===== src/rtl/uart_reg_dump.sv =====
// uart_reg_dump: periodically streams "Rn=XXXX\r\n" for eight 16-bit registers over an 8N1 UART.
module uart_reg_dump #(
  parameter int CLK_FREQ        = 27000000,
  parameter int BAUD_RATE       = 115200,
  parameter int REPORT_INTERVAL = 27000000
) (
  input  logic        clk,
  input  logic        rst,
  input  logic [15:0] regs [8],
  output logic        uart_tx,
  output logic        busy
);
  localparam int CLKS_PER_BIT = CLK_FREQ / BAUD_RATE;
  localparam int CW = $clog2(CLKS_PER_BIT);
  localparam int GW = (REPORT_INTERVAL > 1) ? $clog2(REPORT_INTERVAL) : 1;
  typedef enum logic [1:0] {S_START, S_SEND, S_GAP} state_t;
  state_t state_q, state_d;
  logic [CW-1:0] clk_cnt_q, clk_cnt_d;
  logic [3:0] bit_q, bit_d;
  logic [2:0] reg_q, reg_d;
  logic [3:0] pos_q, pos_d;
  logic [GW-1:0] gap_q, gap_d;
  logic uart_tx_q, uart_tx_d, busy_q, busy_d;
  logic [15:0] snap_q [8];
  logic [15:0] snap_d [8];
  logic [15:0] word;
  logic [1:0] nib_sel;
  logic [3:0] nib;
  logic [7:0] hex, cur_byte;
  assign uart_tx = uart_tx_q;
  assign busy = busy_q;
  // Byte position 3..6 selects nibble 3..0 of the current register.
  always_comb begin
    word = snap_q[reg_q];
    nib_sel = 2'd2 - pos_q[1:0];
    nib = word[{nib_sel, 2'b00} +: 4];
    hex = (nib < 4'd10) ? {4'h3, nib} : 8'h37 + {4'h0, nib};
    cur_byte = (pos_q == 4'd0) ? 8'h52 :
               (pos_q == 4'd1) ? {5'b00110, reg_q} :
               (pos_q == 4'd2) ? 8'h3D :
               (pos_q == 4'd7) ? 8'h0D :
               (pos_q == 4'd8) ? 8'h0A : hex;
  end
  always_comb begin
    state_d = state_q;
    clk_cnt_d = clk_cnt_q;
    bit_d = bit_q;
    reg_d = reg_q;
    pos_d = pos_q;
    gap_d = gap_q;
    uart_tx_d = uart_tx_q;
    busy_d = busy_q;
    snap_d = snap_q;
    case (state_q)
      S_START: begin
        snap_d = regs;
        reg_d = '0;
        pos_d = '0;
        bit_d = '0;
        clk_cnt_d = '0;
        uart_tx_d = 1'b0;
        busy_d = 1'b1;
        state_d = S_SEND;
      end
      S_SEND: begin
        if (clk_cnt_q != CW'(CLKS_PER_BIT - 1)) clk_cnt_d = clk_cnt_q + CW'(1);
        else begin
          clk_cnt_d = '0;
          if (bit_q != 4'd9) begin
            bit_d = bit_q + 4'd1;
            uart_tx_d = (bit_q == 4'd8) ? 1'b1 : cur_byte[bit_q[2:0]];
          end else if (reg_q == 3'd7 && pos_q == 4'd8) begin
            uart_tx_d = 1'b1;
            busy_d = 1'b0;
            gap_d = GW'(REPORT_INTERVAL - 1);
            state_d = (REPORT_INTERVAL == 1) ? S_START : S_GAP;
          end else begin
            bit_d = '0;
            uart_tx_d = 1'b0;
            pos_d = (pos_q == 4'd8) ? 4'd0 : pos_q + 4'd1;
            reg_d = (pos_q == 4'd8) ? reg_q + 3'd1 : reg_q;
          end
        end
      end
      S_GAP: begin
        gap_d = gap_q - GW'(1);
        state_d = (gap_q == GW'(1)) ? S_START : S_GAP;
      end
      default: state_d = S_START;
    endcase
  end
  always_ff @(posedge clk) begin
    snap_q <= snap_d;
    if (rst) begin
      state_q <= S_START;
      clk_cnt_q <= '0;
      bit_q <= '0;
      reg_q <= '0;
      pos_q <= '0;
      gap_q <= '0;
      uart_tx_q <= 1'b1;
      busy_q <= 1'b0;
    end else begin
      state_q <= state_d;
      clk_cnt_q <= clk_cnt_d;
      bit_q <= bit_d;
      reg_q <= reg_d;
      pos_q <= pos_d;
      gap_q <= gap_d;
      uart_tx_q <= uart_tx_d;
      busy_q <= busy_d;
    end
  end
endmodule


===== config.mk =====
export PLATFORM = sky130hd
export DESIGN_NAME = uart_reg_dump
export DESIGN_NICKNAME = d
export VERILOG_FILES = /design/src/rtl/uart_reg_dump.sv
export SDC_FILE = /design/constraint.sdc
export NUM_CORES = 1
export LEC_CHECK = 0
export ABC_AREA = 0
export BUFFER_PORTS_ARGS = -buffer_cell sky130_fd_sc_hd__buf_2
export CAP_MARGIN = 20
export CORE_MARGIN = 4
export CORE_UTILIZATION = 40
export CTS_BUF_LIST = sky130_fd_sc_hd__clkbuf_4 sky130_fd_sc_hd__clkbuf_8
export CTS_CLUSTER_DIAMETER = 30
export DETAILED_ROUTE_END_ITERATION = 8
export PLACE_DENSITY_LB_ADDON = 0.1
export SYNTH_ARGS = -nofsm -noshare
export SYNTH_HDL_FRONTEND = slang
export SYNTH_SLANG_ARGS = --single-unit
export TNS_END_PERCENT = 50

===== constraint.sdc =====
create_clock -name clk -period 7.6 [get_ports clk]
set_clock_uncertainty 0.05 [all_clocks]
set_input_delay 0.38 -clock clk [delete_from_list [all_inputs] [get_ports clk]]
set_output_delay 0.38 -clock clk [all_outputs]
set_load 0.05 [all_outputs]

Yosys cells after proc, flatten, opt, wreduce, memory -nomap -nowiden
Cells that the tools add are included.
Word-level totals
  register bits: 176
  output and inout port bits: 2
  word-level logic and storage cells: 102
Operators by class
  magnitude comparators: 3
  eq/ne operators: 17
  bitwise gates (word level): 1
  add/sub/neg operators: 7
  mux-type cells: 45
  reductions and logical operators: 12
  shift-type cells: 1
Operator list (count)
  $mux 25: 3
  $pmux 25 s2: 1
  $bmux 16 s3: 1
  $mux 7: 6
  $mux 16: 2
  $mux 4: 7
  $eq 25x1->1 const B: 1
  $sub 25x1->25 const B: 1
  $pmux 4 s2: 2
  $pmux 8 s2: 1
  $shiftx 16x5->4: 1
  $mux 3: 4
  $reduce_and 4->1: 3
  $ne 2x2->1 const B: 5
  $add 4x1->4 const B: 2
  $add 8x1->8 const B: 1
  $eq 4x4->1 const B: 2
  $mux 1: 8
  $mux 2: 4
  $mux 8: 1
  $ne 8x8->1 const B: 1
  $add 6x4->7 const A: 1
  $pmux 2 s3: 1
  $pmux 3 s2: 1
  other kinds (23): 26

Logic depth before layout (Yosys ltp)
Gate-level depths: netlist of the first run.
  depth after elaboration: 18
  depth in mapped cells: 14
  gate-level depth less buffers: 11

Least setup slack after synthesis of the first run
Ideal clock, no wire load.
  kind: reg-to-reg
  start point: register state_q[0]
  end point: register pos_q[3]
  period minus slack after synthesis: 7686 ps
  data required time: 7480 ps
  arrival time: 7565 ps
  slack: -86 ps
  cell stages (with the launch flop): 5
  cell sequence: dfxtp_1 -> nor2_1 -> nor2_1 -> or4_1 -> a21oi_1
Between the ends
  longest elaborated chain between the ends: 3
Ends and longest elaborated chain
  start: declaration: RTL line 17  | state_t state_q, state_d;
  start signal: assignment: RTL line 104  | state_q <= state_d;
  $eq 2x1->1 / $logic_not 2->1 (equally long branches): RTL line 54  | case (state_q)
  $ne 2x2->1 (no line) / $reduce_bool 2->1 (equally long branches)
  $reduce_and 4->1 (no line)
  end signal: assignment: RTL line 108  | pos_q <= pos_d;
  end: declaration: RTL line 21  | logic [3:0] pos_q, pos_d;
Parallel ways exist; a longest one is shown, timed or not.
A chain may end at the register's enable or synchronous reset.

Worst setup path after layout of the first run
  start point: register reg_q[0]
  end point: register uart_tx_q, in the netlist uart_tx
Between the ends
  longest elaborated chain between the ends: 18
Ends and longest elaborated chain
  start: declaration: RTL line 20  | logic [2:0] reg_q, reg_d;
  start signal: assignment: RTL line 107  | reg_q <= reg_d;
  $not 3->4 (not written as such): RTL line 34  | word = snap_q[reg_q];
  $bmux 16 s3: RTL line 34
  $mux 16 (not written as such) (2 in a row): RTL line 34
  $shiftx 16x5->4: RTL line 36  | nib = word[{nib_sel, 2'b00} +: 4];
  $add 6x4->7 / $lt 4x4->1 (equally long branches): RTL line 37  | hex = (nib < 4'd10) ? {4'h3, nib} : 8'h37 + {4'h0, nib};
  $mux 7: RTL line 37
  $mux 7: RTL line 42  | (pos_q == 4'd8) ? 8'h0A : hex;
  $mux 7: RTL line 41  | (pos_q == 4'd7) ? 8'h0D :
  $mux 7: RTL line 40  | (pos_q == 4'd2) ? 8'h3D :
  $mux 7: RTL line 39  | (pos_q == 4'd1) ? {5'b00110, reg_q} :
  $mux 7: RTL line 38  | cur_byte = (pos_q == 4'd0) ? 8'h52 :
  $bmux 1 s3: RTL line 71  | uart_tx_d = (bit_q == 4'd8) ? 1'b1 : cur_byte[bit_q[2:0]];
  $mux 1 (not written as such): RTL line 71
  $mux 1: RTL line 71
  $mux 1 *: RTL line 69  | if (bit_q != 4'd9) begin
  $mux 1 *: RTL line 66  | if (clk_cnt_q != CW'(CLKS_PER_BIT - 1)) clk_cnt_d = clk_cnt_q + CW'(1);
  $pmux 1 s2 *: RTL line 54
  end signal: assignment: RTL line 110  | uart_tx_q <= uart_tx_d;
  end: declaration: RTL line 23  | logic uart_tx_q, uart_tx_d, busy_q, busy_d;
Every way passes the cells marked *; elsewhere a longest branch is shown, timed or not. The select of a mux whose other input is x is not followed.

==> results, run 1 <==
- The number of remaining DRC errors is 0.
- The via count of the first global-routing pass is 5101.
- The worst register-to-register path has a depth of 11.
- Detailed placement ended at an HPWL of 10900 µm.
- The number of antenna violations at the first check in global routing is 0.
- For this run, the number of Yosys warnings is 0.
- The tightest min-delay check is of the in2reg type.
- For this block, the initial DRC count from the detailed router was 345.
- In this run the worst setup path begins at reg_q[0].
- Sequential cells were found to cover 63.2% of the synthesized design area.
- The mean cell area of the mapped netlist is 13.3 µm².
- From bottom edge to top edge, the die measures 146 µm.
- The count of final hold-check violations is 0.
- Once placement completed, the tool counted placed cells totaling 910.
- The clock sink total is 176.
- Setup slack on the worst reg-to-reg path comes out at 4.11 ns.
- The core region is 18700 µm².
- The final critical path time including I/O delays and setup is 3.49 ns.
- The startpoint-to-endpoint class of the critical path is reg2reg.
- Setup violations remaining at the end of the flow were counted as 0.
- The most area-hungry cell type in the Yosys netlist is edfxtp_1.
- The via density per instance is 5.18.
- The arrival time reported for the critical path endpoint is 3.83 ns.
- Clock-pin slew was measured on the worst setup and hold paths at 0.10 ns.
- Static timing analysis puts the maximum clock frequency at 286 MHz.
- The die outline area is 21300 µm².
- The global-route total usage across every layer is 15.0%.
- The layout overhead on the synthesized area is 16.9%.
- In the final design database the tool counted 838 nets.
- The total CTS buffers is 17.
- The last element of the critical path is uart_tx.
- After clock tree synthesis, the repair step resized 0 gates.
- After clock tree synthesis, the flow added hold-fix buffers numbering 0.
- After the flow finishes, the layout carries non-filler instances totaling 943.
- The clock passes through at most 2 buffers.
- The cell at the root of the clock tree is clkbuf_8.
- From left edge to right edge, the die measures 146 µm.
- The site row count is 50.
- The post-synthesis instance area is 7600 µm².
- For this run, the detailed router's first-pass iteration total came to 4.
- Entering global routing, the biggest net connects 94 pins.
- After detailed routing, the average wire length per cell comes to 16.7 µm.
- The number of max-capacitance violations reported is 0.
- Of all nets on the critical path, the largest fanout is 26.
- In this run the tightest slew margin relative to its limit is 41.9%.
- In this run the biggest area consumer among cell types represents 50.5% of the synthesized area.
- The count of inserted antenna diode cells is 0.
- The maximum vdd drop is 0.148 mV.
- The static leakage is 3.18 nW.
- The count of buffers from port buffering is 131.
- The period utilization is 46.0%.
- Setup repair after global routing left no endpoint under its margin.
- The capture point of the worst reg-to-reg path is uart_tx.
- The worst reg2reg path startpoint is reg_q[0].
- The aggregate global routing overflow is 0.
- The first-pass GRT wire length is 25600 µm.
- The number of I/O pins is 132.
- The count of flip-flops with a built-in enable after synthesis is 128.
- STA classifies the critical path endpoint as a flop.
- The synthesized netlist contains 53 unique library cells.
- The number of vias in the routed layout is 4889.
- The effective utilization at floorplan is 40.7%.
- At the pin with the least slew margin, the transition time is 0.871 ns.
- The clock tree from TritonCTS is built.
- The flow ran to the end, and the final reports show no timing, DRC or antenna violations.
- The count of final max-slew check failures came to 0.
- The total negative setup slack is 0 ns.
- The total wire length after detailed routing is 15800 µm.
- Synthesis handed over a netlist of 573 instances.
- The power density over the cells is 211 nW/µm².
- The worst hold-check slack is 0.0440 ns.
- Of all flip-flops after synthesis, the portion carrying an async set or reset was 0%.
- In the final layout, the share of cells above drive strength 1 is 27.6%.
- By area the synthesized netlist is led by edfxtp_1 51%, dfxtp_1 13%, mux4_2 6.5%.
- In this run, synthesis produced a sequential element count of 176.
- Among all flip-flop cells after synthesis, the most frequent one is edfxtp_1.
- The clock latency reported for the late side of the worst-skew pair is 0.45 ns.
- The final antenna-violating net count is 0.
- After clock tree synthesis, the setup repair step added 0 buffers.
- The total number of H-tree levels is 4.
- The placer's final routability congestion estimate is 0.813.
- The required time of the worst setup path is 7.93 ns.
- The worst setup path is launched from a flop.
- Counting every net in the synthesized netlist gives 714.
==> cell usage in the layout (no fill, tap or decap), types with 2 or more instances in the layout <==
master       n
o31ai_1      3
nand2_1     33
nor4_1       7
dfxtp_1     46
a21oi_1     47
dfxtp_2      2
buf_2      131
xnor2_1     13
nor3_1      16
inv_8        2
a22oi_1     13
ha_1        11
or4_1        7
or3_1        4
o21ai_0     19
nor2b_1     10
xor2_1       9
inv_6        6
a21o_1       2
mux4_2      22
buf_4        2
nand4_1      2
and3_1       5
edfxtp_1   128
a32oi_1      2
mux2i_1     26
bufinv_16    2
nand2b_1     9
clkbuf_8    17
inv_1       12
a211oi_1     2
a311oi_1     2
nand4b_1     3
a31oi_1      6
nor2_1      46
nand3_1     11
nand3b_1     6
==> final cells by class <==
class,count,area [µm²]
clock buffer,17,234
fill,1711,9820
inverter,12,45.0
sequential,176,4810
clock inverter,14,171
timing repair buffer,135,718
multi-input combinational,355,2620
tap,234,293
==> critical path, stage by stage (launching register included) <==
cell and delay [ns]:
dfxtp_2 0.92, nor2b_1 0.45, a22oi_1 0.16, a21oi_1 0.21
a311oi_1 0.08, a31oi_1 0.48, ha_1 0.31, nand2_1 0.06
or3_1 0.31, a21oi_1 0.14, a21o_1 0.14, a211o_1 0.12
==> power by group <==
part	internal (mW)	switching, mW
Sequential	1.07	0.0143
Combinational	0.0541	0.0628
Clock	0.303	0.363
==> synth_stat cells (2+ instances only) <==
| library cell | number |
|---|---|
| a211oi_1 | 2 |
| or4_1 | 7 |
| xor2_1 | 9 |
| and3_1 | 5 |
| xnor2_1 | 13 |
| nand4b_1 | 3 |
| mux4_2 | 22 |
| a22oi_1 | 13 |
| inv_1 | 12 |
| a21o_1 | 2 |
| o21ai_0 | 19 |
| nor2b_1 | 10 |
| a31oi_1 | 6 |
| nand2_1 | 33 |
| nor4_1 | 7 |
| buf_6 | 2 |
| nand3_1 | 11 |
| or3_1 | 4 |
| buf_2 | 5 |
| a32oi_1 | 2 |
| a311oi_1 | 2 |
| o31ai_1 | 3 |
| dfxtp_1 | 48 |
| edfxtp_1 | 128 |
| nand2b_1 | 9 |
| a21oi_1 | 47 |
| mux2i_1 | 26 |
| nor2_1 | 47 |
| ha_1 | 11 |
| buf_4 | 2 |
| buf_1 | 2 |
| nand3b_1 | 6 |
| nor3_1 | 16 |
| clkbuf_1 | 19 |
| nand4_1 | 2 |
==> registers in the layout, indices dropped and copies added, names as in the netlist <==
signal / flops
clk_cnt_q: 8
pos_q: 4
busy: 1
uart_tx: 1
bit_q: 4
snap_q: 128
state_q: 2
gap_q: 25
reg_q: 3
==> through the flow <==
| step | cell area (µm²) | power [mW] | setup slack, ns | utilization [%] |
|---|---|---|---|---|
| after global routing | 8890 | 1.95 | 3.67 | 47.5 |
| after detailed placement | 8440 | 1.23 | 4.08 | 45.1 |
| after global placement | 8440 | 1.22 | 4.12 | 45.1 |
| after floorplan | 7610 | 1.17 | 2.38 | - |
| final | 8890 | 1.87 | 4.11 | 47.5 |
| after CTS | 8840 | 1.90 | 4.03 | 47.3 |
==> logic make-up (layout without fill, tap and decap cells) <==
group | count (synthesis) | count (layout) | share of synthesized area, %
DFF | 176 | 176 | 63.2
AOI/OAI and AO/OA | 105 | 105 | 8.28
adders and majority gates | 11 | 11 | 1.81
muxes | 49 | 49 | 10.2
buffers and inverters | 42 | 178 | 2.45
xor gates and xnor gates | 22 | 22 | 2.53
and+or+nand+nor | 168 | 168 | 11.5
==> worst min path at each step <==
| stage | cells after the start | slack, ns | to | startpoint |
|---|---|---|---|---|
| 2_1_floorplan | 2 | 0.41 | clk_cnt_q[7] | clk_cnt_q[7] |
| 3_3_place_gp | 2 | 0.42 | busy | busy |
| 4_1_cts | 1 | 0.006 | snap_q[38] | regs[38] |
| 5_1_grt | 1 | 0.007 | snap_q[1] | regs[1] |
| 6_report | 1 | 0.04 | snap_q[17] | regs[17] |
| 3_5_place_dp | 2 | 0.41 | busy | busy |
==> per-layer routing <==
layer	GRT usage (%)	part of all wire, %	up-vias
met5	0	0	-
met3	3.61	4.6	10
met2	25.3	50	117
li1	-	-	2422
met4	4.75	1.1	0
met1	19.1	44	2340
Note: power is estimated with default switching activity, not from simulation.
==> inputs of run 2 (changes only) <==
Clock period 7.6 ns to 2.8 ns, I/O delays scaled along.
==> run 2 against run 1 <==
The flow now finishes with violations (setup timing). Power grew to 2.8 times the previous value. Via count is 13% higher. Die area stayed put. Sequential power grew to 2.7 times the previous value. Utilization is 8.8 points higher. Non-clock buffer count is 161 higher. Sequential share of layout area is 8.4 points lower. Critical path type unchanged. Largest cell class unchanged.
==> results, run 2 (same netlist as run 1, synthesis figures left out) <==
- The flow ran to the end, but the final reports show violations.
- The final reports fail on setup timing.
- In this run the critical register-to-register path is launched from reg_q[0].
- The most flop-heavy register is snap_q.
- The total area inside the core boundary comes to 18700 µm².
- Entering global routing, the biggest net connects 132 pins.
- Per report_power, the sequential group accounts for 56.5% of the total.
- The first-pass GRT wire length is 29000 µm.
- The via count of the first global-routing pass is 5818.
- Global routing used 17.0% of the available tracks across all layers.
- The last element of the critical path is uart_tx.
- At the later pin of the worst-skew pair, clock insertion delay measures 0.46 ns.
- The aggregate global routing overflow is 0.
- The floorplan step defined a die boundary enclosing 21300 µm².
- The number of vias in the routed layout is 5547.
- The share of final-layout standard cells stronger than drive strength 1 is 27.9%.
- The clock tree from TritonCTS is built.
- The required time of the worst setup path is 3.16 ns.
- Setup violations remaining at the end of the flow were counted as 1.
- The launching element of the worst setup path is reg_q[0].
- The arrival time reported for the critical path endpoint is 3.18 ns.
- The worst-case IR drop observed on VDD is 0.494 mV.
- The total number of H-tree levels is 4.
- In this run the power spent charging and discharging nets is 1.27 mW.
- The worst max-slew margin expressed relative to the limit is 44.8%.
- The critical-path maximum fanout is 4.
- The placed instances occupy a cell area of 8750 µm².
- The placer's final routability congestion estimate is 0.760.
- The effective utilization at floorplan is 40.7%.
- The share of the core filled with cells is 56.3%.
- STA classifies the critical path endpoint as a flop.
- In this run the static leakage power is 3.91 nW.
- The clock sink total is 176.
- Measured in cells, the most critical reg-to-reg path has a length of 10.
- The count of final hold-check violations is 0.
- Setup repair after global routing could not meet its margin everywhere.
- In this run the deepest clock path goes through 2 buffers.
- 132 I/O pins were placed.
- With fillers left out, the area of the finished cells amounts to 10500 µm².
- The part of the total power dissipated in combinational logic is 9.5%.
- Overall power consumption after layout is estimated at 5.22 mW.
- The finished layout holds 1105 standard cells, fillers aside.
- Using the TritonRoute via totals, the vias-per-cell ratio works out to 5.02.
- The worst setup path is launched from a flop.
- The library cells used most frequently in the layout, excluding fill and tap cells, are 131 x buf_2, 128 x dlygate4sd3_1, 128 x edfxtp_1, 46 x a21oi_1.
- For this run, the post-layout net count is 999.
- For this block, the routed nets add up to 18100 µm of wire.
- The number of antenna violations at the first check in global routing came to 0.
- The internal portion of total power is 3.95 mW.
- The pre-antenna-repair detailed-routing pass consisted of 6 iterations.
- After detailed routing, the average wire length per cell comes to 16.4 µm.
- The site row count is 50.
- The area growth from synthesis to layout is 38.4%.
- The most common cell after layout, fill and taps aside is buf_2.
- In this run the remaining antenna-violating nets after routing total 0.
- Per report_power, the clock group accounts for 34.0% of the total.
- The number of remaining DRC errors is 0.
- The final critical path time including I/O delays and setup is 2.81 ns.
- The startpoint-to-endpoint class of the critical path is reg2reg.
- The worst hold-check path type is in2reg.
- The tool flagged a number of max-cap violations equal to 0.
- The height of the chip is 146 µm.
- The die outline width is 146 µm.
- The worst-margin pin slew is 0.828 ns.
- The power density over the cells is 496 nW/µm².
- The post-detailed-placement half-perimeter wirelength is 11600 µm.
- The reg2reg setup slack is -0.01 ns.
- The cell at the root of the clock tree is clkbuf_8.
- Counting the buffers created by CTS gives 17.
- The capture point of the worst reg-to-reg path is uart_tx.
- Hold timing on the final database bottoms out at a slack of 0.218 ns.
- At the placement stage, the worst setup path has a slack of -0.0780 ns.
- The switching share of power is 24.4%.
- The largest registers in the layout are snap_q x128, gap_q x25, clk_cnt_q x8.
- The worst setup margin is -0.0122 ns.
- The period utilization is 100%.
- The count of final max-slew check failures was 0.
- The number of flip-flops in the largest register is 128.
- The number of DRC markers after the initial detailed-route iteration is 311.
- The maximum clock frequency is 356 MHz.
- The number of cells after detailed placement is 944.
- The clock-pin slew of the registers on the worst-case setup and hold paths is 0.11 ns.
- Input and output buffers added on the ports amount to 131.
- The count of inserted antenna diode cells is 0.
- The total negative setup slack is -0.0122 ns.
run 2: cell types whose count changed in the layout (fill, tap and decap cells not counted), moves of 2 or more:
cell,before,now
nor3_1,16,14
nor4_1,7,5
buf_12,1,4
inv_8,2,6
dlygate4sd3_1,0,128
nor3_2,1,3
dfxtp_4,0,2
inv_6,6,3
o21ai_0,19,17
buf_4,2,32
run 2: what timing repair did:
item                       CTS  global route
setup endpoints to repair    1             7
hold endpoints to repair   128             0
gates resized for setup      5            11
hold buffers               128             0
pin swaps                    1             2
buffers inserted             0             0
gates cloned                 0             1
run 2: metal layers:
layer | wire, µm | part of all wire [%] | track usage, %
met1 | 7810 | 43 | 21.4
met2 | 9340 | 52 | 29.8
met3 | 790 | 4.4 | 4.30
met4 | 141 | 0.78 | 3.32
met5 | 0 | 0 | 0
run 2: worst min-delay path by stage:
| stage | start | to | slack [ns] | depth (start not counted) |
|---|---|---|---|---|
| detailed placement | regs[83] | snap_q[83] | 0.27 | 1 |
| CTS | rst | bit_q[0] | 0.19 | 2 |
| global route | rst | bit_q[3] | 0.23 | 2 |
| global placement | regs[43] | snap_q[43] | 0.27 | 1 |
| finish | rst | bit_q[3] | 0.22 | 2 |
| floorplan | regs[0] | snap_q[0] | 0.19 | 0 |
run 2: critical path, stage by stage, from the launching register on:
cell and delay [ns]:
dfxtp_4 0.41, clkbuf_16 0.15, mux4_2 0.48, mux4_2 0.52, mux2i_4 0.19, ha_4 0.17
nand2_1 0.06, or3_1 0.31, a21oi_1 0.17, a21o_1 0.14, a211o_1 0.11
run 2: layout make-up:
cell class,count,area (µm²)
fill,1530,8180
inverter,12,45.0
tap,234,293
clock buffer,17,234
sequential,176,4810
timing repair buffer,296,2280
clock inverter,15,166
multi-input combinational,355,2700
run 2: power groups by stage:
stage               Sequential (mW)  Clock, mW  Combinational [mW]
floorplan                      3.01          0               0.166
global placement               3.01          0               0.332
detailed placement             3.01          0               0.343
CTS                            2.95       1.85               0.488
global route                   2.96       1.96               0.536
finish                         2.95       1.78               0.496
